--- config.mk ---
export PLATFORM = sky130hd
export DESIGN_NAME = rr_arbiter_4_flat
export DESIGN_NICKNAME = d
export VERILOG_FILES = /design/src/rtl/rr_arbiter_4_if.sv /design/src/rtl/rr_arbiter_4.sv /design/src/flat_wrapper.sv
export SDC_FILE = /design/constraint.sdc
export NUM_CORES = 1
export LEC_CHECK = 0
export BUFFER_PORTS_ARGS = -buffer_cell sky130_fd_sc_hd__buf_4
export CAP_MARGIN = 10
export CORE_AREA = 2 2 39 41
export CTS_CLUSTER_SIZE = 10
export DETAILED_ROUTE_END_ITERATION = 12
export DIE_AREA = 0 0 41 43
export PLACE_DENSITY = 0.62
export REMOVE_ABC_BUFFERS = 1
export SYNTH_ARGS = -nofsm -noshare
export SYNTH_HDL_FRONTEND = slang
export SYNTH_SLANG_ARGS = --single-unit
--- constraint.sdc ---
create_clock -name clk -period 2.3 [get_ports clk]
set_clock_uncertainty 0.05 [all_clocks]
set_input_delay 0.46 -clock clk [delete_from_list [all_inputs] [get_ports clk]]
set_output_delay 0.46 -clock clk [all_outputs]
set_load 0.01 [all_outputs]
--- src/rtl/rr_arbiter_4_if.sv ---
// Request/grant bundle between the requesters and the round-robin arbiter.
// The requester side drives req/done; the arbiter side returns the grant.
interface rr_arbiter_4_if #(
   parameter int NUM_REQ = 4,
   parameter int IDX_W   = 2
);
   logic [NUM_REQ-1:0] req;
   logic               done;
   logic [NUM_REQ-1:0] gnt;
   logic [IDX_W-1:0]   gnt_idx;
   logic               gnt_valid;
   logic               timeout;

   modport master (
      output req,
      output done,
      input  gnt,
      input  gnt_idx,
      input  gnt_valid,
      input  timeout
   );

   modport slave (
      input  req,
      input  done,
      output gnt,
      output gnt_idx,
      output gnt_valid,
      output timeout
   );
endinterface

--- src/rtl/rr_arbiter_4.sv ---
// Four-way round-robin arbiter with registered one-hot grant and binary index.
// Define ARB_TIMEOUT_EN to force-release any grant held for MAX_HOLD cycles.
module rr_arbiter_4 #(
   parameter int NUM_REQ  = 4,
   parameter int IDX_W    = 2,
   parameter int MAX_HOLD = 8
) (
   input logic           clk,
   input logic           rst_n,
   rr_arbiter_4_if.slave bus
);

   typedef enum logic {
      IDLE,
      GRANT
   } state_t;

   state_t             r_state;
   logic [IDX_W-1:0]   r_ptr;
   logic [NUM_REQ-1:0] r_gnt;
   logic [IDX_W-1:0]   r_gntIdx;
   logic               r_gntValid;

   logic [IDX_W-1:0]   w_sel;
   logic [IDX_W-1:0]   w_scan;
   logic               w_found;
   logic               w_release;
   logic               w_expire;

   // Walk the scan order from farthest to nearest so the entry closest to ptr wins.
   always_comb begin
      w_sel   = r_ptr;
      w_scan  = r_ptr;
      w_found = 1'b0;
      for (int k = NUM_REQ - 1; k >= 0; k--) begin
         w_scan = r_ptr + IDX_W'(k);
         if (bus.req[w_scan]) begin
            w_sel   = w_scan;
            w_found = 1'b1;
         end
      end
   end

   assign w_release = bus.done | ~bus.req[r_gntIdx];

`ifdef ARB_TIMEOUT_EN
   logic [7:0] r_holdCnt;
   logic       r_timeout;

   assign w_expire    = (r_holdCnt == 8'(MAX_HOLD - 1));
   assign bus.timeout = r_timeout;
`else
   logic [7:0] w_unusedHold;

   assign w_unusedHold = 8'(MAX_HOLD);
   assign w_expire     = 1'b0;
   assign bus.timeout  = 1'b0;
`endif

   always_ff @(posedge clk) begin
      if (!rst_n) begin
         r_state    <= IDLE;
         r_ptr      <= '0;
         r_gnt      <= '0;
         r_gntIdx   <= '0;
         r_gntValid <= 1'b0;
`ifdef ARB_TIMEOUT_EN
         r_holdCnt  <= '0;
         r_timeout  <= 1'b0;
`endif
      end else begin
`ifdef ARB_TIMEOUT_EN
         r_timeout <= 1'b0;
`endif
         case (r_state)
            IDLE: begin
               if (w_found) begin
                  r_state    <= GRANT;
                  r_gnt      <= NUM_REQ'(1) << w_sel;
                  r_gntIdx   <= w_sel;
                  r_gntValid <= 1'b1;
`ifdef ARB_TIMEOUT_EN
                  r_holdCnt  <= '0;
`endif
               end
            end
            GRANT: begin
               // A normal release wins over expiry, so timeout only flags forced drops.
               if (w_release || w_expire) begin
                  r_state    <= IDLE;
                  r_gnt      <= '0;
                  r_gntIdx   <= '0;
                  r_gntValid <= 1'b0;
                  r_ptr      <= r_gntIdx + IDX_W'(1);
`ifdef ARB_TIMEOUT_EN
                  r_timeout  <= ~w_release;
`endif
               end
`ifdef ARB_TIMEOUT_EN
               else begin
                  r_holdCnt <= r_holdCnt + 8'd1;
               end
`endif
            end
            default: r_state <= IDLE;
         endcase
      end
   end

   assign bus.gnt       = r_gnt;
   assign bus.gnt_idx   = r_gntIdx;
   assign bus.gnt_valid = r_gntValid;

endmodule

--- src/flat_wrapper.sv ---
// flat-port wrapper written by rule: the top's interface ports become plain ports
module rr_arbiter_4_flat 
#(
   parameter int NUM_REQ  = 4,
   parameter int IDX_W    = 2,
   parameter int MAX_HOLD = 8
)
  (clk, rst_n, bus_req, bus_done, bus_gnt, bus_gnt_idx, bus_gnt_valid, bus_timeout);
  rr_arbiter_4_if #(.NUM_REQ(NUM_REQ), .IDX_W(IDX_W)) bus_i ();
  input logic clk;
  input logic rst_n;
  input wire logic [$bits(bus_i.req)-1:0] bus_req;
  input wire logic [$bits(bus_i.done)-1:0] bus_done;
  output wire logic [$bits(bus_i.gnt)-1:0] bus_gnt;
  output wire logic [$bits(bus_i.gnt_idx)-1:0] bus_gnt_idx;
  output wire logic [$bits(bus_i.gnt_valid)-1:0] bus_gnt_valid;
  output wire logic [$bits(bus_i.timeout)-1:0] bus_timeout;
  assign bus_i.req = bus_req;
  assign bus_i.done = bus_done;
  assign bus_gnt = bus_i.gnt;
  assign bus_gnt_idx = bus_i.gnt_idx;
  assign bus_gnt_valid = bus_i.gnt_valid;
  assign bus_timeout = bus_i.timeout;
  rr_arbiter_4 #(.NUM_REQ(NUM_REQ), .IDX_W(IDX_W), .MAX_HOLD(MAX_HOLD)) u_core (.clk(clk), .rst_n(rst_n), .bus(bus_i));
endmodule
==> results.cfg, run 1 <==
[outcome]
outcome = completed

[global_route]
grt_max_degree = 8
gr-usage-all-layers = 0.148
grt_pass1_wl_um = 1700
grt_pass1_vias = 423
grt_antenna_before_repair = 0
overflow = 0

[sta]
finalSetupViolations = 0
fmax_ghz = 0.570
maxSlewViolCount = 0
period_minus_slack_ns = 1.76
finalHoldViolations = 0
setup_tns_ns = 0
grt_setup_unrepaired = no
fin_crit_sh = 0.763

[routing]
wl_met1_um = 494
wl_per_cell_um = 11.4
dr_wl_met2_um = 472
drt_iter0_drc = 3
wl_met3_um = 68
top_layer = met4
vias = 480
wl_um = 1060
ant_nets = 0
first_pass_iters = 4
drt-vias-per-instance = 5.16
drc = 0

[worst_setup_path]
cp_max_fo = 5
crit_arrival_ns = 1.87
start_kind = flop
crit_type = flop to flop
reg2reg_slack_ns = 0.54
worst_setup_path_end_kind = flop
required_ns = 2.42

[floorplanning]
core_area_mm2 = 0.00138
start_util = 0.374
dieArea_mm2 = 0.00176
die_width_um = 41
die_h_um = 43
io_pins = 15
core.rowCount = 14

[min_path]
worstHoldPathType = flop to flop

[logic_synthesis]
ys_seq_area_frac = 0.386
ys_types = 28
yosys_warnings = 0
syn-cell-area_um2 = 518
ys_ff_latch = 10
avgSynthCellArea_um2 = 8.63
syn_inst = 60

[clock_tree]
numClockSinks = 10
cts-resized-gates = 0
h-tree-depth = 1
cts_buffer_depth = 2
cts_tree = built
clk_latency_ns = 0.27
post-cts-setup-buffers = 0
cts_hold_buf = 0
cts_buffers = 3
cts_root_buf = clkbuf_4
clk_pin_slew_ns = 0.07

[placed_design]
numPortBuffers = 13
gp_routability_congestion = 0.734
dp_hpwl_um = 817

[job]
maxCapViolCount = 0

[pwr]
p_per_area_mw_per_mm2 = 699
seqPwrFrac = 0.432
power_frac_clock = 0.346
p_switching_w = 0.000130
p_total_w = 0.000469
ir_drop_v = 0.000319
leakage_nw = 0.289
switching_share = 0.276
p_comb_frac = 0.222
p_int_w = 0.000340

[final_layout]
syn_to_final_growth_pct = 29.7
num_antenna_cells = 0
fillers = 143
drive_gt1_frac = 0.299
finalNetCount = 85
logic make-up (layout without fill, tap and decap cells):
kind of cell | Yosys count | after routing | share of synthesized area
flops | 10 | 10 | 0.386
xor+xnor | 1 | 1 | 0.0169
compound gates | 15 | 15 | 0.239
other cells | 1 | 1 | 0.00724
buf+inv | 4 | 21 | 0.0362
simple gates | 28 | 28 | 0.271
mux | 1 | 1 | 0.0435
per-stage QoR:
stage	util	hold WS [ns]	setup WS [ns]	instance area, um^2	std cells
finish	0.486	0.414	0.545	672	93
floorplan	-	0.426	0.549	510	59
CTS	0.486	0.420	0.534	672	93
detailed placement	0.459	0.405	0.402	636	89
global placement	0.459	0.400	0.412	636	89
global route	0.486	0.421	0.483	672	93
cells in the final DEF (no fill, tap or decap):
master	n
buf_4	14
nor2b_1	4
clkbuf_8	1
o21bai_1	1
nor3_1	2
nand2b_1	1
o21ai_0	2
mux4_2	1
a2bb2oi_1	1
a22oi_1	2
a21oi_1	2
nand2_1	3
or2_2	1
nand3_1	1
clkbuf_4	3
and2_4	1
a211oi_1	2
and3_1	1
conb_1	1
dfxtp_1	10
nand4_1	1
a31o_4	1
and2b_1	1
nor4_1	1
o41ai_1	1
xnor2_1	1
a32o_1	2
inv_1	3
a21boi_2	1
nor2_1	11
Yosys cell counts, drive strengths merged:
cell	instances	area, um^2
a211oi	2	15.0
nor3	2	10.0
and2	1	8.76
buf	1	7.51
conb	1	3.75
inv	3	11.3
a2bb2oi	1	8.76
nand2	3	11.3
nor2	11	41.3
nand4	1	6.26
mux4	1	22.5
nor2b	4	25.0
and2b	1	7.51
a31o	1	17.5
nand2b	1	6.26
and3	1	6.26
or2	1	6.26
dfxtp	10	200
o21bai	1	7.51
a21boi	1	11.3
nor4	1	6.26
xnor2	1	8.76
o41ai	1	8.76
a21oi	2	10.0
a22oi	2	15.0
a32o	2	20.0
o21ai	2	10.0
nand3	1	5.00
layer usage:
metal	up-vias	global-route usage
li1	249	-
met1	215	0.198
met2	12	0.194
met3	4	0.0314
met5	-	0
met4	0	0.120
final timing paths:
path	startpoint	endpoint	cells after the start
setup / recovery	u_core.bus.gnt_idx[1]$_SDFFE_PN0P_	u_core.bus.gnt[0]$_SDFFE_PN0P_	4
setup reg to reg	u_core.bus.gnt_idx[1]$_SDFFE_PN0P_	u_core.bus.gnt[0]$_SDFFE_PN0P_	4
hold reg to reg	u_core.bus.gnt[3]$_SDFFE_PN0P_	u_core.bus.gnt[3]$_SDFFE_PN0P_	2
hold / removal	u_core.bus.gnt[3]$_SDFFE_PN0P_	u_core.bus.gnt[3]$_SDFFE_PN0P_	2
power by group through the flow:
stage	sequential (W)	clock [W]	combinational [W]
global placement	0.000207	0	0.000104
CTS	0.000203	0.000162	0.000106
global route	0.000206	0.000169	0.000116
finish	0.000203	0.000162	0.000104
floorplan	0.000209	0	0.0000594
detailed placement	0.000207	0	0.000105
critical path, cell delays in order, from the launching register on:
cell and delay [ns]:
dfxtp_1 0.41, mux4_2 0.56, a31o_4 0.28, and2_4 0.16
a32o_1 0.19
layout make-up:
cell class | instances | area [um^2] | area share
multi-input combinational | 46 | 299 | 0.445
sequential | 10 | 200 | 0.298
timing repair buffer | 14 | 105 | 0.156
clock buffer | 4 | 36.3 | 0.0540
tap | 16 | 20.0 | 0.0298
inverter | 3 | 11.3 | 0.0168
state kept, by name (all words and copies together) (netlist names):
name	cells
u_core.r_state	1
u_core.bus.gnt_valid	1
u_core.bus.gnt	4
u_core.r_ptr	2
u_core.bus.gnt_idx	2
Power figures use the tool's default switching activity.
==> inputs of run 2 (changes only) <==
Settings changed: ABC_AREA set to 1, CORE_AREA 2 2 39 41 to unset, CORE_MARGIN set to 1.5, CORE_UTILIZATION set to 46, DIE_AREA 0 0 41 43 to unset, PLACE_DENSITY 0.62 to 0.71.
Clock period 2.3 ns to 1.6 ns, I/O delays scaled along.
==> run 2 against run 1 <==
Net effect:
- cell count is 62% higher
- sequential power is 84% higher
- synthesized area is 30% higher
- combinational power grew to 6.8 times the previous value
- sequential share of layout area is 7.2 points lower
- critical endpoint is now u_core.bus.gnt[2]$_SDFFE_PN0P_
- first-iteration DRC count grew to 4.7 times the previous value
- die area is 3.5% lower
- sequential cell count stayed put
- fmax is 11% higher
==> results.cfg, run 2 <==
[final_layout]
register_area_um2 = 205
drive_gt1_frac = 0.353
fillers = 114
syn_to_final_growth_pct = 34.8
finalNetCount = 144
final_util = 0.680
multi_input_area_um2 = 437
stdcell_count = 151
largest_reg_flops = 4
num_antenna_cells = 0
final_common_cell = nand2_1
layout_common_cells = nand2_1 (32), buf_4 (17), inv_1 (13), nand2_2 (13), nor2_1 (10)

[logic_synthesis]
synth.area.top_cells = dfxtp_1 (30%), nand2_1 (25%), inv_1 (7.2%)
async_reset_ff_frac = 0
ys_types = 20
syn-cell-area_um2 = 673
yosysMostFrequentCell = nand2_1
syn_inst = 116
ys_seq_area_frac = 0.297
synth_top_area_share = 0.297
ys.flop_type = dfxtp_1
yosys-top-cells-count = nand2_1 (45), inv_1 (13), dfxtp_1 (10), nor2_1 (10), nand3_1 (9)
avgSynthCellArea_um2 = 5.80
synth.largest_area_cell = dfxtp_1
ys_ff_latch = 10
yosys_warnings = 0
synth_edf_count = 0

[pwr]
p_per_area_mw_per_mm2 = 1450
leakage_nw = 0.474
ir_drop_v = 0.000873
p_total_w = 0.00131

[floorplanning]
core_area_mm2 = 0.00133
start_util = 0.505
die_width_um = 41.3
io_pins = 15
dieArea_mm2 = 0.00170
core.rowCount = 13
die_h_um = 41.3

[worst_setup_path]
cp_max_fo = 8
cp.depth = 12
crit_slowest_cell = dfxtp_4
crit_type = flop to flop
critPathBufInv = 2
required_ns = 1.71
crit_start = u_core.r_ptr[0]$_SDFFE_PN0P_
path_cells = buf_6 -> nand2_1 -> nand2_2 -> nand2_2 -> nand2_2 -> nor2_2 -> a21oi_4 -> inv_2 -> nand2_2 -> nor2_1 -> nor2_1 -> nor2_1
reg2reg_to = u_core.bus.gnt[2]$_SDFFE_PN0P_
cp-endpoint = u_core.bus.gnt[2]$_SDFFE_PN0P_
start_kind = flop
reg2regPathDepth = 12
timing.rr.start = u_core.r_ptr[0]$_SDFFE_PN0P_
reg2reg_slack_ns = 0.02
crit_arrival_ns = 1.69
max_stage_delay_ns = 0.38
worst_setup_path_end_kind = flop
cpLargestDelayFamily = simple AND/OR/NAND/NOR gates
crit_path_frequent_cell = nand2_2

[routing]
first_pass_iters = 4
drt_iter0_drc = 14
ant_nets = 0
vias = 757
drc = 0
drt-vias-per-instance = 5.01
wl_per_cell_um = 10.9
wl_um = 1650

[sta]
fin_crit_sh = 0.986
finalSetupViolations = 0
fmax_ghz = 0.634
grt_setup_unrepaired = yes
hold_ws_ns = 0.247
period_minus_slack_ns = 1.58
setup_tns_ns = 0
finalHoldViolations = 0
maxSlewViolCount = 0

[global_route]
grt_pass1_vias = 549
gr-usage-all-layers = 0.211
overflow = 0
grt_antenna_before_repair = 0
grt_pass1_wl_um = 2300
grt_max_degree = 12

[job]
maxCapViolCount = 0

[placed_design]
gp_routability_congestion = 0.923
numPortBuffers = 13
dp.cells = 144
dp_hpwl_um = 1170

[clock_tree]
cts_buffers = 3
cts_tree = built
clk_pin_slew_ns = 0.07
clk_latency_ns = 0.27
numClockSinks = 10
cts_root_buf = clkbuf_4
h-tree-depth = 1
cts_hold_buf = 0
cts_buffer_depth = 2

[min_path]
worstHoldPathType = primary input to flop

[outcome]
outcome = completed
[run 2: cell families (layout without fill, tap and decap cells)]
| group | count (synthesis) | count (layout) | share of synthesized area |
|---|---|---|---|
| simple gates | 68 | 68 | 0.413 |
| buf+inv | 20 | 40 | 0.128 |
| compound gates | 16 | 16 | 0.143 |
| flops | 10 | 10 | 0.297 |
| other cells | 1 | 1 | 0.00557 |
| xor+xnor | 1 | 1 | 0.0130 |
[run 2: worst min-delay path by stage]
stage | slack, ns | cells past startpoint | endpoint | start
6_report | 0.25 | 3 | u_core.r_ptr[1]$_SDFFE_PN0P_ | rst_n
3_5_place_dp | 0.41 | 2 | u_core.bus.gnt[1]$_SDFFE_PN0P_ | u_core.bus.gnt[1]$_SDFFE_PN0P_
2_1_floorplan | 0.41 | 2 | u_core.r_ptr[0]$_SDFFE_PN0P_ | rst_n
4_1_cts | 0.24 | 3 | u_core.r_ptr[1]$_SDFFE_PN0P_ | rst_n
3_3_place_gp | 0.40 | 2 | u_core.bus.gnt[3]$_SDFFE_PN0P_ | u_core.bus.gnt[3]$_SDFFE_PN0P_
5_1_grt | 0.27 | 3 | u_core.r_ptr[1]$_SDFFE_PN0P_ | rst_n
[run 2: metal layers]
metal / vias to the layer above / global-route usage / part of all wire / wire (um)
li1: 400 / - / - / -
met1: 334 / 0.282 / 0.50 / 820
met2: 21 / 0.293 / 0.45 / 735
met3: 2 / 0.0978 / 0.047 / 78
met4: 0 / 0.0726 / 0.0097 / 16
met5: - / 0 / 0 / 0
[run 2: report_power, final]
group          switching, W  total (W)  leakage, nW  internal, W
combinational      0.000416   0.000705        0.370     0.000289
clock             0.0000944   0.000233       0.0210     0.000138
sequential        0.0000594   0.000373       0.0833     0.000314
total              0.000570    0.00131        0.474     0.000741
[run 2: area by class of cell]
type	instances	share of cell area
Clock buffer	4	0.0400
Sequential cell	10	0.226
Tap cell	15	0.0207
Multi-Input combinational cell	86	0.481
Timing Repair Buffer	19	0.159
Inverter	17	0.0731
[run 2: worst reg2reg max path, cell delays in order, from the launching register on]
cell	delay [ns]
dfxtp_4	0.38
buf_6	0.12
nand2_1	0.06
nand2_2	0.08
nand2_2	0.07
nand2_2	0.08
nor2_2	0.06
a21oi_4	0.28
inv_2	0.06
nand2_2	0.07
nor2_1	0.04
nor2_1	0.09
nor2_1	0.04
[run 2: repair_timing]
action                                  4_1_cts  5_1_grt
gates cloned                                  0        1
setup buffers                                 0        2
endpoints found under the setup margin        3        6
pin swaps                                     1        8
resized for setup                             3       20
[run 2: metrics by stage]
stage	instance area (um^2)	setup slack [ns]
detailed placement	790	-0.0136
floorplan	651	0.0353
CTS	832	0.0215
finish	907	0.0225
global route	907	-0.0871
global placement	790	0.0352
